## src/rtl/fm_coord_pipe_pkg.sv

```systemverilog
// Shared constants for the feature-map coordinate pipeline.
// Latency: n/a (constants and helpers only).
// Backpressure: n/a.
// Coordinate widths and pipe depths used by the mult-adder controller and the
// fm writeback. The parameter defaults of fm_coord_pipe derive from these.
package fm_coord_pipe_pkg;

   localparam int X_COORD_BITWIDTH   = 4;
   localparam int Y_COORD_BITWIDTH   = 4;
   localparam int FM_COORD_SR_DEPTH  = 8;
   localparam int FM_COORD_DEF_DEPTH = 8;

   // Width needed to hold a count from 0 up to max_depth inclusive.
   function automatic int occ_width(input int max_depth);
      return $clog2(max_depth + 1);
   endfunction

endpackage

```

## src/rtl/fm_coord_stage.sv

```systemverilog
// One {vld,x,y,last} stage of the coordinate delay pipe.
// Latency: 1 enabled cycle.
// Backpressure: en=0 holds the stage; flush clears vld only and wins over en.
// Ports: clock, reset (sync, active-low), en, flush,
//        nxt_vld/nxt_x/nxt_y/nxt_last (value to load), vld/x/y/last (stage contents).
module fm_coord_stage #(
   parameter int X_W = 5,
   parameter int Y_W = 5
) (
   input  logic           clock,
   input  logic           reset,
   input  logic           en,
   input  logic           flush,
   input  logic           nxt_vld,
   input  logic [X_W-1:0] nxt_x,
   input  logic [Y_W-1:0] nxt_y,
   input  logic           nxt_last,
   output logic           vld,
   output logic [X_W-1:0] x,
   output logic [Y_W-1:0] y,
   output logic           last
);

   always_ff @(posedge clock) begin
      if (!reset) begin
         vld  <= 1'b0;
         x    <= '0;
         y    <= '0;
         last <= 1'b0;
      end else if (flush) begin
         vld  <= 1'b0;
      end else if (en) begin
         vld  <= nxt_vld;
         x    <= nxt_x;
         y    <= nxt_y;
         last <= nxt_last;
      end
   end

endmodule

```

## src/rtl/fm_coord_pipe.sv

```systemverilog
// Coordinate delay pipe carrying (x,y,last) alongside the mult-adder datapath.
// Latency: depth_cur enabled cycles (runtime selectable, 1..MAX_DEPTH).
// Backpressure: en=0 stalls every stage; in_valid is dropped while stalled.
// Ports: clock, reset (sync, active-low), en, flush, in_valid/x_coord/y_coord/in_last,
//        cfg_load/depth_sel (depth change, only when empty), fm_valid/fm_x_coord/
//        fm_y_coord/fm_last (tap at depth_cur-1), frame_done, occupancy, empty,
//        cfg_err, depth_cur.
module fm_coord_pipe
   import fm_coord_pipe_pkg::*;
#(
   parameter int X_W       = X_COORD_BITWIDTH + 1,
   parameter int Y_W       = Y_COORD_BITWIDTH + 1,
   parameter int MAX_DEPTH = FM_COORD_SR_DEPTH,
   parameter int DEF_DEPTH = FM_COORD_DEF_DEPTH,
   parameter int OCC_W     = occ_width(MAX_DEPTH)
) (
   input  logic             clock,
   input  logic             reset,
   input  logic             en,
   input  logic             flush,
   input  logic             in_valid,
   input  logic [X_W-1:0]   x_coord,
   input  logic [Y_W-1:0]   y_coord,
   input  logic             in_last,
   input  logic             cfg_load,
   input  logic [OCC_W-1:0] depth_sel,
   output logic             fm_valid,
   output logic [X_W-1:0]   fm_x_coord,
   output logic [Y_W-1:0]   fm_y_coord,
   output logic             fm_last,
   output logic             frame_done,
   output logic [OCC_W-1:0] occupancy,
   output logic             empty,
   output logic             cfg_err,
   output logic [OCC_W-1:0] depth_cur
);

   logic           s_vld  [MAX_DEPTH];
   logic [X_W-1:0] s_x    [MAX_DEPTH];
   logic [Y_W-1:0] s_y    [MAX_DEPTH];
   logic           s_last [MAX_DEPTH];

   for (genvar i = 0; i < MAX_DEPTH; i++) begin : g_stage
      logic           nv;
      logic [X_W-1:0] nx;
      logic [Y_W-1:0] ny;
      logic           nl;

      if (i == 0) begin : g_head
         assign nv = in_valid;
         assign nx = x_coord;
         assign ny = y_coord;
         assign nl = in_last;
      end else begin : g_body
         // Stages past the tap keep shifting data but their valid tag is
         // killed. Otherwise entries that already left at a short depth would
         // linger there and reappear at the tap after a later depth increase.
         assign nv = s_vld[i-1] & (OCC_W'(i) < depth_cur);
         assign nx = s_x[i-1];
         assign ny = s_y[i-1];
         assign nl = s_last[i-1];
      end

      fm_coord_stage #(.X_W(X_W), .Y_W(Y_W)) u_stage (
         .clock    (clock),
         .reset    (reset),
         .en       (en),
         .flush    (flush),
         .nxt_vld  (nv),
         .nxt_x    (nx),
         .nxt_y    (ny),
         .nxt_last (nl),
         .vld      (s_vld[i]),
         .x        (s_x[i]),
         .y        (s_y[i]),
         .last     (s_last[i])
      );
   end

   // Output tap: stage depth_cur-1, straight from the stage registers.
   always_comb begin
      fm_valid   = 1'b0;
      fm_x_coord = '0;
      fm_y_coord = '0;
      fm_last    = 1'b0;
      for (int i = 0; i < MAX_DEPTH; i++) begin
         if (depth_cur == OCC_W'(i + 1)) begin
            fm_valid   = s_vld[i];
            fm_x_coord = s_x[i];
            fm_y_coord = s_y[i];
            fm_last    = s_last[i];
         end
      end
   end

   logic depth_ok;
   logic cfg_accept;

   assign empty      = (occupancy == '0);
   assign depth_ok   = (depth_sel != '0) && (depth_sel <= OCC_W'(MAX_DEPTH));
   assign cfg_accept = cfg_load & empty & depth_ok & ~flush;

   always_ff @(posedge clock) begin
      if (!reset) begin
         depth_cur  <= OCC_W'(DEF_DEPTH);
         occupancy  <= '0;
         frame_done <= 1'b0;
         cfg_err    <= 1'b0;
      end else begin
         frame_done <= en & fm_valid & fm_last & ~flush;
         cfg_err    <= cfg_load & ~cfg_accept;
         if (cfg_accept) begin
            depth_cur <= depth_sel;
         end
         if (flush) begin
            occupancy <= '0;
         end else if (en) begin
            case ({in_valid, fm_valid})
               2'b10:   occupancy <= occupancy + OCC_W'(1);
               2'b01:   occupancy <= occupancy - OCC_W'(1);
               default: occupancy <= occupancy;
            endcase
         end
      end
   end

endmodule

```

## config.mk

```make
export PLATFORM = sky130hd
export DESIGN_NAME = fm_coord_pipe
export DESIGN_NICKNAME = d
export VERILOG_FILES = /design/src/rtl/fm_coord_pipe_pkg.sv /design/src/rtl/fm_coord_stage.sv /design/src/rtl/fm_coord_pipe.sv
export SDC_FILE = /design/constraint.sdc
export NUM_CORES = 1
export LEC_CHECK = 0
export ABC_AREA = 1
export CAP_MARGIN = 20
export CORE_ASPECT_RATIO = 0.9
export CORE_UTILIZATION = 51
export DETAILED_ROUTE_END_ITERATION = 7
export GPL_ROUTABILITY_DRIVEN = 0
export GPL_TIMING_DRIVEN = 1
export PLACE_DENSITY = 0.8
export SETUP_SLACK_MARGIN = 0.05
export SYNTH_ARGS = -nofsm -noshare
export SYNTH_HDL_FRONTEND = slang
export SYNTH_SLANG_ARGS = --single-unit
export TNS_END_PERCENT = 20
```

## constraint.sdc

```tcl
create_clock -name clock -period 2.1 [get_ports clock]
set_clock_uncertainty 0.05 [all_clocks]
set_input_delay 0.525 -clock clock [delete_from_list [all_inputs] [get_ports clock]]
set_output_delay 0.525 -clock clock [all_outputs]
set_load 0.03 [all_outputs]
```

## Yosys cells after proc, flatten, opt, wreduce, memory -nomap -nowiden

Index checks and enable logic that the tools add are counted.

- Memories: 0
- Bits of input ports: 21
- Output and inout bits: 23
- Word-level logic and storage cells: 113
- Latch bits: 0
- Register bits: 106
- Memory bits (read-only): 0
- RAM bits: 0

- $lt $le $gt $ge: 8
- Reduce and logical (&&, ||, !) cells: 7
- Shift operators: 0
- Muxes and demuxes: 33
- Div/mod/pow operators: 0
- Equality and inequality tests: 10
- $mul: 0
- Bitwise operators: 17
- Add/sub/neg operators: 2

Operators with widths:

| operator | count |
|---|---|
| $mux 5 | 16 |
| $eq 4x3->1 const B | 4 |
| $lt 3x4->1 const A | 4 |
| $mux 1 | 16 |
| $and 1x1->1 | 14 |
| $eq 4x2->1 const B | 2 |
| $lt 2x4->1 const A | 2 |
| $pmux 4 s2 | 1 |
| $add 4x1->4 const B | 1 |
| $eq 4x1->1 const B | 1 |
| $eq 4x4->1 const B | 1 |
| $le 4x4->1 const B | 1 |
| $logic_not 4->1 | 1 |
| $lt 1x4->1 const A | 1 |
| $reduce_and 2->1 | 2 |
| $reduce_bool 4->1 | 1 |
| $sub 4x1->4 const B | 1 |
| $not 1->1 | 3 |
| $eq 2x1->1 const B | 1 |
| $eq 2x2->1 const B | 1 |
| $reduce_bool 2->1 | 1 |
| $reduce_or 2->1 | 1 |
| $logic_and 1x1->1 | 1 |

## Longest topological paths before layout

Gate-level depths: netlist of the first run.

- Depth in word-level cells: 12
- Gate-level depth with buffers: 16

## By module

From an unflattened synthesis of the first run, not the netlist that was laid out.

- Cell total of the unflattened synthesis: 891
- Area, all modules: 5,652.9 sq um

Modules (own cells, without submodules):

| module | cells each | seq. area each (sq um) | times used | area each (sq um) |
|---|---|---|---|---|
| fm_coord_stage | 78 | 240.2 | 8 | 530.5 |
| fm_coord_pipe | 267 | 200.2 | 1 | 1,408.9 |

## Least setup slack after synthesis of the first run

No wires, ideal clock.

- Path kind: register -> register
- From: reg depth_cur[2]
- To: reg occupancy[2]
- Library setup time: 0.115 ns
- Slack: -1.217 ns
- Data arrival time: 3.151 ns
- Period minus slack after synthesis: 3.317 ns
- Cell stages (with the launch flop): 16
- Data required time: 1.935 ns
- Cells stage by stage: dfxtp_1 > inv_1 > nor2_4 > nand2_1 > nor2_2 > nand2_1 > nand3_1 > nand2_1 > a21boi_0 > ha_1 > xor2_1 > ha_1 > a21oi_1 > xnor2_1 > o21ai_0 > inv_1

- Cells in the longest elaborated chain, start to end: 12

RTL lines:

| element | RTL line | RTL |
|---|---|---|
| from (decl) | fm_coord_pipe.sv:35 | `output logic [OCC_W-1:0] depth_cur` |
| from (signal assigned) | fm_coord_pipe.sv:105 | `depth_cur <= OCC_W'(DEF_DEPTH);` |
| from (signal assigned) | fm_coord_pipe.sv:113 | `depth_cur <= depth_sel;` |
| $eq 4x1->1 | fm_coord_pipe.sv:87 | `if (depth_cur == OCC_W'(i + 1)) begin` |
| $mux 1 (7 in a row) | fm_coord_pipe.sv:87 |  |
| $mux 1 * | fm_coord_pipe.sv:87 |  |
| named net fm_valid | fm_coord_pipe.sv:27 | `output logic fm_valid,` |
| $eq 2x1->1 or $eq 2x2->1 (tied branches) | fm_coord_pipe.sv:118 | `case ({in_valid, fm_valid})` |
| $reduce_bool 2->1 (no source line) | n/a |  |
| $reduce_and 2->1 (no source line) | n/a |  |
| to (signal assigned) | fm_coord_pipe.sv:119 | `2'b10: occupancy <= occupancy + OCC_W'(1);` |
| to (signal assigned) | fm_coord_pipe.sv:120 | `2'b01: occupancy <= occupancy - OCC_W'(1);` |
| to (signal assigned) | fm_coord_pipe.sv:121 | `default: occupancy <= occupancy;` |
| to (decl) | fm_coord_pipe.sv:32 | `output logic [OCC_W-1:0] occupancy,` |

Mark *: on every way through the listed nets, which the timed path passes. The rest lies on a longest branch.
A chain may end at the register's enable or synchronous reset.

## Worst setup path after layout of the first run

- From: reg depth_cur[2]
- To: reg occupancy[3]

- Cells in the longest elaborated chain, start to end: 12

RTL lines:

| element | RTL line |
|---|---|
| $eq 4x1->1 | fm_coord_pipe.sv:87 |
| $mux 1 (7 in a row) | fm_coord_pipe.sv:87 |
| $mux 1 * | fm_coord_pipe.sv:87 |
| $eq 2x1->1 or $eq 2x2->1 (tied branches) | fm_coord_pipe.sv:118 |
| $reduce_bool 2->1 (no source line) | n/a |
| $reduce_and 2->1 (no source line) | n/a |

Every way passes the cells marked *; elsewhere a longest branch is shown, timed or not.

==> results.ini, run 1 <==
[drt]
detail_route.vias_per_cell=5.22
drt_first_iter_violations=308
detailroute.via_count=4331
drtAntennaViolNets=0
drt_pre_antenna_iters=5
drt-total-wl_microns=11000
post_drt_wl_per_cell_microns=13.2
drc=0

[timing]
timing_hold_violations_final=0
final_max_slew_viol_count=0
layout_worst_path_cycle_share=1.15
slew_headroom=0.779
setup_viol_count_final=16
rsz_0062_raised_after_global_routing=true
worst-slew-pin-transition_ns=0.331
final.min_clock_period_ns=2.42
final_critical_path_setup_slack_ns=-0.320
fmaxAchievable_mhz=413
setup-tns-final_ns=-4.32

[worst_setup_path]
worst_setup_start_kind=flop
critical-path-top-delay-family=simple AND/OR/NAND/NOR gates
cpPeakStageDelay_ns=0.39
cp.required_ns=2.31
worst_path_max_delay_cell=dfxtp_4
worst_ep_arrival_ns=2.63
cp_cell_sequence=inv_6 > nor2_4 > nand2_2 > nor2_4 > nand2_2 > nand3_2 > nand2_2 > a21boi_4 > buf_6 > ha_4 > xor2_2 > buf_4 > nand4_1 > nand3_2 > xor2_1 > nor2_1
cp-end-kind=flop
critPathKind=flop to flop
worst-path-buf-inv=3
crit_path_max_fanout=4
crit_top_cell=nand2_2

[logic_synthesis]
synth_ff_type=dfxtp_1
yosys.area.top_type=dfxtp_1
ys_top_cells_by_count=170 x nor2_1, 106 x dfxtp_1, 98 x o21ai_0, 89 x nand2_1, 35 x inv_1
synth_cell_type_count=31
synth_enable_flop_cells=0
ys_seq_elements=106
part_of_the_yosys_area_used_for_sequential_elements=0.463
netlist_top_cells_area=dfxtp_1 46%, nor2_1 14%, o21ai_0 11%
synth.cell_area_sq_um=4580
syn_inst=646
mappedNetlistNets=670
postSynthAreaPerCell_sq_um=7.09
synth.most_common_cell=nor2_1
post-synth-top-area-fraction=0.463
ys_async_sr_fraction=0
synth_warnings=0

[layout]
layout.nets=730
area.growth.synth_to_final_pct=25.0
diodes=0
fillers=728
layout-drive-gt1-share=0.170
finalInstanceArea_sq_um=5730

[place]
port-buffer-count=43
hpwlAfterDp_microns=7180
dpl-instance-area_sq_um=5320

[clock_network]
clockRootBuffer=clkbuf_8
clock_path_buffers=2
ctsHtreeMaxLevel=3
numCtsBuffers=9
clk_pin_slew_ns=0.10
clock_sinks=106
tritoncts=built
worst_skew_pair.late_latency_ns=0.36
hold_buffers=0

[floorplanning]
floorplan.initialDensity=0.530
fp.dieH_microns=91.9
num_io_pins=44
floorplan.rows=32
die_area_sq_um=9360
core-area_sq_um=8650
floorplan.die.width_microns=102

[global_route]
first_global_vias=3979
track_usage=0.249
largest_net_degree_at_the_start_of_global_routing=92
number_of_antenna_violations_at_the_first_check_in_global_routing=0
grt_pass1_wl_microns=18700
grt_overflow_total=0

[min_path]
hold_class=flop to flop

[pwr]
p_total_w=0.00422
leakage_component_of_the_power_nw=2.50
irDropWorstVdd_uv=365
powerDensity_nw_per_um2=737

[outcome]
failed_checks=negative setup slack
outcome=finished, violations left

[flow_run]
max_cap_viol_count=0

final cells by class:
type	count	area, sq um	share of cell area
Clock buffer	9	124	0.0216
Tap cell	119	149	0.0260
Clock inverter	7	81.3	0.0142
Sequential cell	106	2140	0.373
Inverter	39	156	0.0273
Multi-Input combinational cell	464	2250	0.394
Timing Repair Buffer	86	822	0.144
registers in the layout (all words and copies together) (netlist names):
signal / flops
g_stage.u_stage.last: 8
g_stage.u_stage.x: 40
g_stage.u_stage.y: 40
g_stage.u_stage.vld: 8
occupancy: 4
depth_cur: 4
frame_done: 1
cfg_err: 1
tightest hold or removal path, delay by kind of cell (launching register included):
family / cells / cell delay, ns
DFF: 1 / 0.31
buffers and inverters: 1 / 0.08
AOI/OAI and AO/OA: 1 / 0.06
per-layer routing:
| layer | vias to the layer above | GRT usage | wire (microns) |
|---|---|---|---|
| li1 | 2227 | - | - |
| met1 | 1947 | 0.364 | 5310 |
| met2 | 136 | 0.373 | 4870 |
| met3 | 21 | 0.0427 | 576 |
| met4 | 0 | 0.0726 | 196 |
| met5 | - | 0 | 0 |
kinds of logic after synthesis:
kind of cell | share of synthesized area
AOI/OAI and AO/OA | 0.155
and+or+nand+nor | 0.291
adders and majority gates | 0.00820
DFF | 0.463
buffers and inverters | 0.0729
xor gates and xnor gates | 0.00956
power by group:
part	switching (W)	total [W]	internal, W
combinational	0.000415	0.000709	0.000294
clock	0.000718	0.00129	0.000573
sequential	0.0000898	0.00222	0.00213
cell usage in the layout, fill, tap and decap left out, types with 2 or more instances in the layout:
master / synthesis / layout
nor2_4: 1 / 4
dlymetal6s2s_1: 0 / 2
buf_6: 3 / 14
o211ai_1: 2 / 2
buf_12: 0 / 5
o21ai_1: 1 / 3
dfxtp_4: 0 / 4
dlygate4sd2_1: 0 / 5
clkbuf_8: 0 / 9
nand2_2: 1 / 8
o21ai_2: 0 / 2
a21oi_1: 34 / 33
inv_6: 0 / 4
a211oi_1: 2 / 2
o21ai_0: 98 / 94
nor2_2: 2 / 5
xnor2_1: 2 / 2
xor2_2: 0 / 2
nor3_1: 3 / 3
inv_4: 0 / 2
nand2_1: 89 / 81
clkdlybuf4s50_1: 0 / 21
dfxtp_1: 106 / 101
buf_4: 4 / 36
nor2_1: 170 / 164
nand3_2: 0 / 4
nand4_1: 22 / 22
buf_2: 9 / 2
inv_1: 35 / 31
nand3_1: 24 / 20
inv_2: 4 / 5
worst paths after layout:
kind / startpoint / end / slack [ns] / cells after the start
worst max-delay path: depth_cur[2] / occupancy[3] / -0.32 / 16
worst min-delay path: g_stage[4].u_stage.x[2] / g_stage[5].u_stage.x[2] / 0.42 / 2
worst max register to register: depth_cur[2] / occupancy[3] / -0.32 / 16
worst min register to register: g_stage[4].u_stage.x[2] / g_stage[5].u_stage.x[2] / 0.42 / 2
through the flow:
stage,utilization,hold WS (ns),cells,setup slack (ns)
2_1_floorplan,-,0.391,646,-0.254
3_3_place_gp,0.615,0.407,805,-0.00922
3_5_place_dp,0.615,0.418,805,-0.156
4_1_cts,0.648,0.425,824,-0.320
5_1_grt,0.662,0.440,830,-0.469
6_report,0.662,0.419,830,-0.320
what timing repair did:
item / in CTS / in global routing
endpoints found under the setup margin: 24 / 19
buffers inserted: 2 / 6
pin swaps: 8 / 16
cloned: 1 / 0
resized for setup: 32 / 24
No activity file was read; power rests on OpenSTA's default activity.
==> run 2, diff against run 1 <==
--- a/config.mk
+++ b/config.mk
@@ -8,11 +8,11 @@
 export ABC_AREA = 1
 export CAP_MARGIN = 20
 export CORE_ASPECT_RATIO = 0.9
-export CORE_UTILIZATION = 51
+export CORE_UTILIZATION = 52
 export DETAILED_ROUTE_END_ITERATION = 7
 export GPL_ROUTABILITY_DRIVEN = 0
 export GPL_TIMING_DRIVEN = 1
-export PLACE_DENSITY = 0.8
+export PLACE_DENSITY = 0.79
 export SETUP_SLACK_MARGIN = 0.05
 export SYNTH_ARGS = -nofsm -noshare
 export SYNTH_HDL_FRONTEND = slang
==> constraint.sdc (replaced) <==
create_clock -name clock -period 2.4 [get_ports clock]
set_clock_uncertainty 0.05 [all_clocks]
set_input_delay 0.6 -clock clock [delete_from_list [all_inputs] [get_ports clock]]
set_output_delay 0.6 -clock clock [all_outputs]
set_load 0.03 [all_outputs]
==> run 2 against run 1 <==
Net effect: the flow still finishes with violations (negative setup slack); routed wire length up 5.3%; utilization about the same; sequential cell count unchanged; combinational power down 16%; die area down 1.9%; largest cell class unchanged; non-clock buffer count down 13; hold slack better by 0.0043 ns; register-to-register slack better by 0.32 ns; sequential share of layout area up 0.32 points.
==> results.ini, run 2 (same netlist as run 1, synthesis figures left out) <==
[place]
dpl-instance-area_sq_um=5140
hpwlAfterDp_microns=6930
place_worst_setup_slack_ns=0.0358
port-buffer-count=43

[timing]
rsz_0062_raised_after_global_routing=true
final_critical_path_setup_slack_ns=-0.146
worst-slew-pin-transition_ns=0.448
final_max_slew_viol_count=0
setup_viol_count_final=13
timing_hold_violations_final=0
final.min_clock_period_ns=2.55
layout_worst_path_cycle_share=1.06
slew_headroom=0.701
fmaxAchievable_mhz=393

[layout]
area.growth.synth_to_final_pct=23.9
layout-drive-gt1-share=0.143
layout.nets=717
diodes=0
finalCoreUtilization=0.662
largest_registers=g_stage.u_stage.x: 40 flops, g_stage.u_stage.y: 40 flops
mostFrequentLayoutCell=nor2_1
finalInstanceArea_sq_um=5670
most-common-layout-cells=161 x nor2_1, 102 x dfxtp_1, 95 x o21ai_0

[global_route]
track_usage=0.269
number_of_antenna_violations_at_the_first_check_in_global_routing=0
first_global_vias=4084
grt_pass1_wl_microns=19700
grt_overflow_total=0
largest_net_degree_at_the_start_of_global_routing=92

[floorplanning]
core-area_sq_um=8570
floorplan.initialDensity=0.534
floorplan.die.width_microns=101
fp.dieH_microns=91.0
die_area_sq_um=9190
num_io_pins=44
floorplan.rows=32

[drt]
drt_pre_antenna_iters=5
drt-total-wl_microns=11500
drc=0
detailroute.via_count=4399
drt_first_iter_violations=405
drtAntennaViolNets=0
post_drt_wl_per_cell_microns=14.1
detail_route.vias_per_cell=5.38

[worst_setup_path]
cpPeakStageDelay_ns=0.36
reg2reg_slack_ns=0
worst_ep_arrival_ns=1.90
cp.required_ns=1.75
critPathKind=flop to primary output
crit_path_max_fanout=6
cp-end-kind=primary output
cp_cell_sequence=buf_6 > nor2_4 > nand2_4 > buf_4 > nor2_1 > o21bai_2 > nand3b_1 > nand2_1 > inv_1 > buf_6
worst_path_max_delay_cell=dfxtp_4
crit_top_cell=buf_6
r2r_start=depth_cur[3]
timing.rr.end=occupancy[2]
r2r_cells=15
worst_setup_start_kind=flop

[pwr]
leakage_component_of_the_power_nw=2.39
p_total_w=0.00376
irDropWorstVdd_uv=430
powerDensity_nw_per_um2=663

[clock_network]
tritoncts=built
clk_pin_slew_ns=0.11
clock_path_buffers=2
clockRootBuffer=clkbuf_8
ctsHtreeMaxLevel=3
numCtsBuffers=9
clock_sinks=106
worst_skew_pair.late_latency_ns=0.37
hold_buffers=0

[outcome]
failed_checks=negative setup slack
outcome=finished, violations left

[min_path]
min_from=g_stage[4].u_stage.y[4]
hold_class=flop to flop
timing.hold.worst_path_depth=2
holdPathEnd=g_stage[5].u_stage.y[4]

[flow_run]
max_cap_viol_count=0

run 2: worst max-delay path: cells and delay by family, from the launching register on:
kind,cells,cell delay (ns)
AO/OA/AOI/OAI,1,0.11
buffers and inverters,4,0.47
flip-flops,1,0.36
AND/OR/NAND/NOR,5,0.60
run 2: area by class of cell:
type	count	area, sq um
inverters	39	149
flip-flops and latches	106	2140
fillers	722	2900
clock inverters	4	52.6
repair buffers	73	756
clock buffers	12	176
multi-input cells	464	2250
well taps	119	149
run 2: worst max path at each step:
stage,startpoint,end,slack (ns)
4_1_cts,depth_cur[3],fm_x_coord[4],-0.11
5_1_grt,depth_cur[3],fm_last,-0.26
3_5_place_dp,depth_cur[3],occupancy[3],0.04
2_1_floorplan,depth_cur[0],occupancy[2],0.04
6_report,depth_cur[3],fm_last,-0.15
3_3_place_gp,depth_cur[0],fm_last,0.11
run 2: metrics by stage:
| stage | hold slack (ns) | std cells | TNS (ns) |
|---|---|---|---|
| 6_report | 0.424 | 817 | -1.46 |
| 5_1_grt | 0.456 | 817 | -2.95 |
| 4_1_cts | 0.423 | 817 | -1.16 |
| 3_5_place_dp | 0.418 | 786 | 0 |
| 3_3_place_gp | 0.411 | 786 | 0 |
| 2_1_floorplan | 0.391 | 646 | 0 |
run 2: per-layer routing:
layer / global-route usage / up-vias / part of all wire
met5: 0 / - / 0
met4: 0.0785 / 0 / 0.022
met3: 0.0577 / 24 / 0.064
met2: 0.409 / 183 / 0.44
met1: 0.382 / 1993 / 0.47
li1: - / 2199 / -
run 2: repair_timing:
action	CTS	global route
endpoints found under the setup margin	15	16
cloned	2	0
gates resized for setup	41	9
buffers inserted	13	0
pin swaps	13	10
run 2: power by group:
| group | leakage, nW | internal (W) | switching (W) |
|---|---|---|---|
| logic | 1.40 | 0.000239 | 0.000359 |
| clock network | 0.119 | 0.000609 | 0.000609 |
| registers | 0.873 | 0.00186 | 0.0000809 |
==> run 3, diff against run 2 <==
--- a/config.mk
+++ b/config.mk
@@ -14,6 +14,7 @@
 export GPL_TIMING_DRIVEN = 1
 export PLACE_DENSITY = 0.79
 export SETUP_SLACK_MARGIN = 0.05
+export SKIP_CTS_REPAIR_TIMING = 1
 export SYNTH_ARGS = -nofsm -noshare
 export SYNTH_HDL_FRONTEND = slang
 export SYNTH_SLANG_ARGS = --single-unit
==> constraint.sdc (replaced) <==
create_clock -name clock -period 2.6 [get_ports clock]
set_clock_uncertainty 0.05 [all_clocks]
set_input_delay 0.65 -clock clock [delete_from_list [all_inputs] [get_ports clock]]
set_output_delay 0.65 -clock clock [all_outputs]
set_load 0.03 [all_outputs]
==> run 3 against run 2 <==
Net effect: the run now ends clean; largest cell class unchanged; final area down 3.7%; hold slack better by 0.0059 ns; clock power down 11%; combinational power down 15%; critical path type unchanged; register-to-register slack better by 0.23 ns; cell count down 1.1%; utilization down 2.4 points; largest power group unchanged; first-iteration DRC count down 10%; via count down 4.0%; sequential share of layout area up 1.4 points.
==> results.ini, run 3 (same netlist as run 1, synthesis figures left out) <==
[outcome]
outcome=complete, no violations

[floorplanning]
die_area_sq_um=9190
floorplan.rows=32
num_io_pins=44
floorplan.initialDensity=0.534
floorplan.die.width_microns=101
fp.dieH_microns=91.0
core-area_sq_um=8570

[clock_network]
ctsHtreeMaxLevel=3
tritoncts=built
clock_path_buffers=2
clock_sinks=106
clockRootBuffer=clkbuf_8
clk_pin_slew_ns=0.10
worst_skew_pair.late_latency_ns=0.36
numCtsBuffers=9

[timing]
setup_viol_count_final=0
fmaxAchievable_mhz=387
fin_worst_hold_slack_ns=0.429
rsz_0062_raised_after_global_routing=true
slew_headroom=0.661
worst-slew-pin-transition_ns=0.509
final.min_clock_period_ns=2.58
final_max_slew_viol_count=0
timing_hold_violations_final=0
layout_worst_path_cycle_share=0.993
setup-tns-final_ns=0

[flow_run]
max_cap_viol_count=0

[worst_setup_path]
cp_cell_sequence=inv_4 > nand2_2 > buf_6 > nor3_4 > buf_12 > nand2_1 > nand4_1 > nor2_1 > nand4_1 > buf_6
worst-path-buf-inv=4
worst_path_max_delay_cell=dfxtp_4
critical-path-top-delay-family=simple AND/OR/NAND/NOR gates
cpPeakStageDelay_ns=0.37
cp-end-kind=primary output
cp.required_ns=1.90
critPathKind=flop to primary output
worst_setup_start_kind=flop
crit_path_max_fanout=10
worst_ep_arrival_ns=1.88

[layout]
mostFrequentLayoutCell=nor2_1
diodes=0
area.growth.synth_to_final_pct=19.3
layout-drive-gt1-share=0.112
finalCoreUtilization=0.638
layout.area.seq_sq_um=2130
layout.nets=708
fillers=749
most-common-layout-cells=166 x nor2_1, 102 x dfxtp_1, 97 x o21ai_0
largest_registers=g_stage.u_stage.x: 40 flops, g_stage.u_stage.y: 40 flops
multi_input_area_sq_um=2190

[global_route]
grt_pass1_wl_microns=18300
first_global_vias=3816
largest_net_degree_at_the_start_of_global_routing=89
grt_overflow_total=0
track_usage=0.246
number_of_antenna_violations_at_the_first_check_in_global_routing=0

[drt]
drt_first_iter_violations=363
drt-total-wl_microns=10700
drc=0
post_drt_wl_per_cell_microns=13.2
detailroute.via_count=4222
detail_route.vias_per_cell=5.23
drt_pre_antenna_iters=5
drtAntennaViolNets=0

[pwr]
intPower_w=0.00246
irDropWorstVdd_uv=361
swShare=0.274
power_switching_w=0.000930
power.share.sequential=0.528
powerDensity_nw_per_um2=621
comb_power_share=0.149
p_clk_frac=0.323
p_total_w=0.00339
leakage_component_of_the_power_nw=2.31

[min_path]
hold_class=flop to flop

[place]
hpwlAfterDp_microns=6810
port-buffer-count=43

## run 3: cell types whose count changed in the layout (fill, tap and decap cells not counted), sizes merged
| cell | previous run | this run |
|---|---|---|
| clkinvlp | 0 | 1 |
| clkinv | 1 | 2 |
| bufinv | 1 | 2 |
| clkbuf | 12 | 10 |
| buf | 43 | 34 |
| dlygate4sd2 | 1 | 0 |
| inv | 41 | 40 |
| dlymetal6s2s | 0 | 1 |
## run 3: final cells by class
cell class,instances,area share
clock buffer,10,0.0234
clock inverter,6,0.0165
multi-input combinational,464,0.402
tap,119,0.0272
inverter,39,0.0272
timing repair buffer,64,0.114
sequential,106,0.391
## run 3: stage by stage
step	setup slack [ns]	area (sq um)	instances
floorplan	0.0764	4610	646
global placement	0.147	5100	786
detailed placement	0.0850	5100	786
CTS	-0.315	5320	802
global route	-0.107	5470	808
finish	0.0170	5470	808
## run 3: per-layer routing
layer / vias up / share of wire / track usage
li1: 2170 / - / -
met5: - / 0 / 0
met1: 1907 / 0.49 / 0.372
met2: 132 / 0.43 / 0.358
met3: 13 / 0.064 / 0.0493
met4: 0 / 0.011 / 0.0543
## run 3: final timing paths
| check | from | to | slack [ns] | cells past startpoint |
|---|---|---|---|---|
| worst min register to register | g_stage[4].u_stage.y[4] | g_stage[5].u_stage.y[4] | 0.43 | 2 |
| worst min-delay path | g_stage[4].u_stage.y[4] | g_stage[5].u_stage.y[4] | 0.43 | 2 |
| worst max-delay path | depth_cur[2] | fm_y_coord[4] | 0.02 | 10 |
| worst max register to register | depth_cur[2] | occupancy[2] | 0.23 | 16 |
## run 3: worst min-delay path: cells and delay by family (launching register included)
family | cells | cell delay [ns]
buffers and inverters | 1 | 0.08
DFF | 1 | 0.31
AOI/OAI and AO/OA | 1 | 0.06
## run 3: power by group through the flow
stage,logic [W],registers (W),clock network [W]
5_1_grt,0.000562,0.00181,0.00118
6_report,0.000506,0.00179,0.00109
4_1_cts,0.000487,0.00179,0.00112
3_5_place_dp,0.000485,0.00182,0
3_3_place_gp,0.000473,0.00182,0
2_1_floorplan,0.000317,0.00182,0
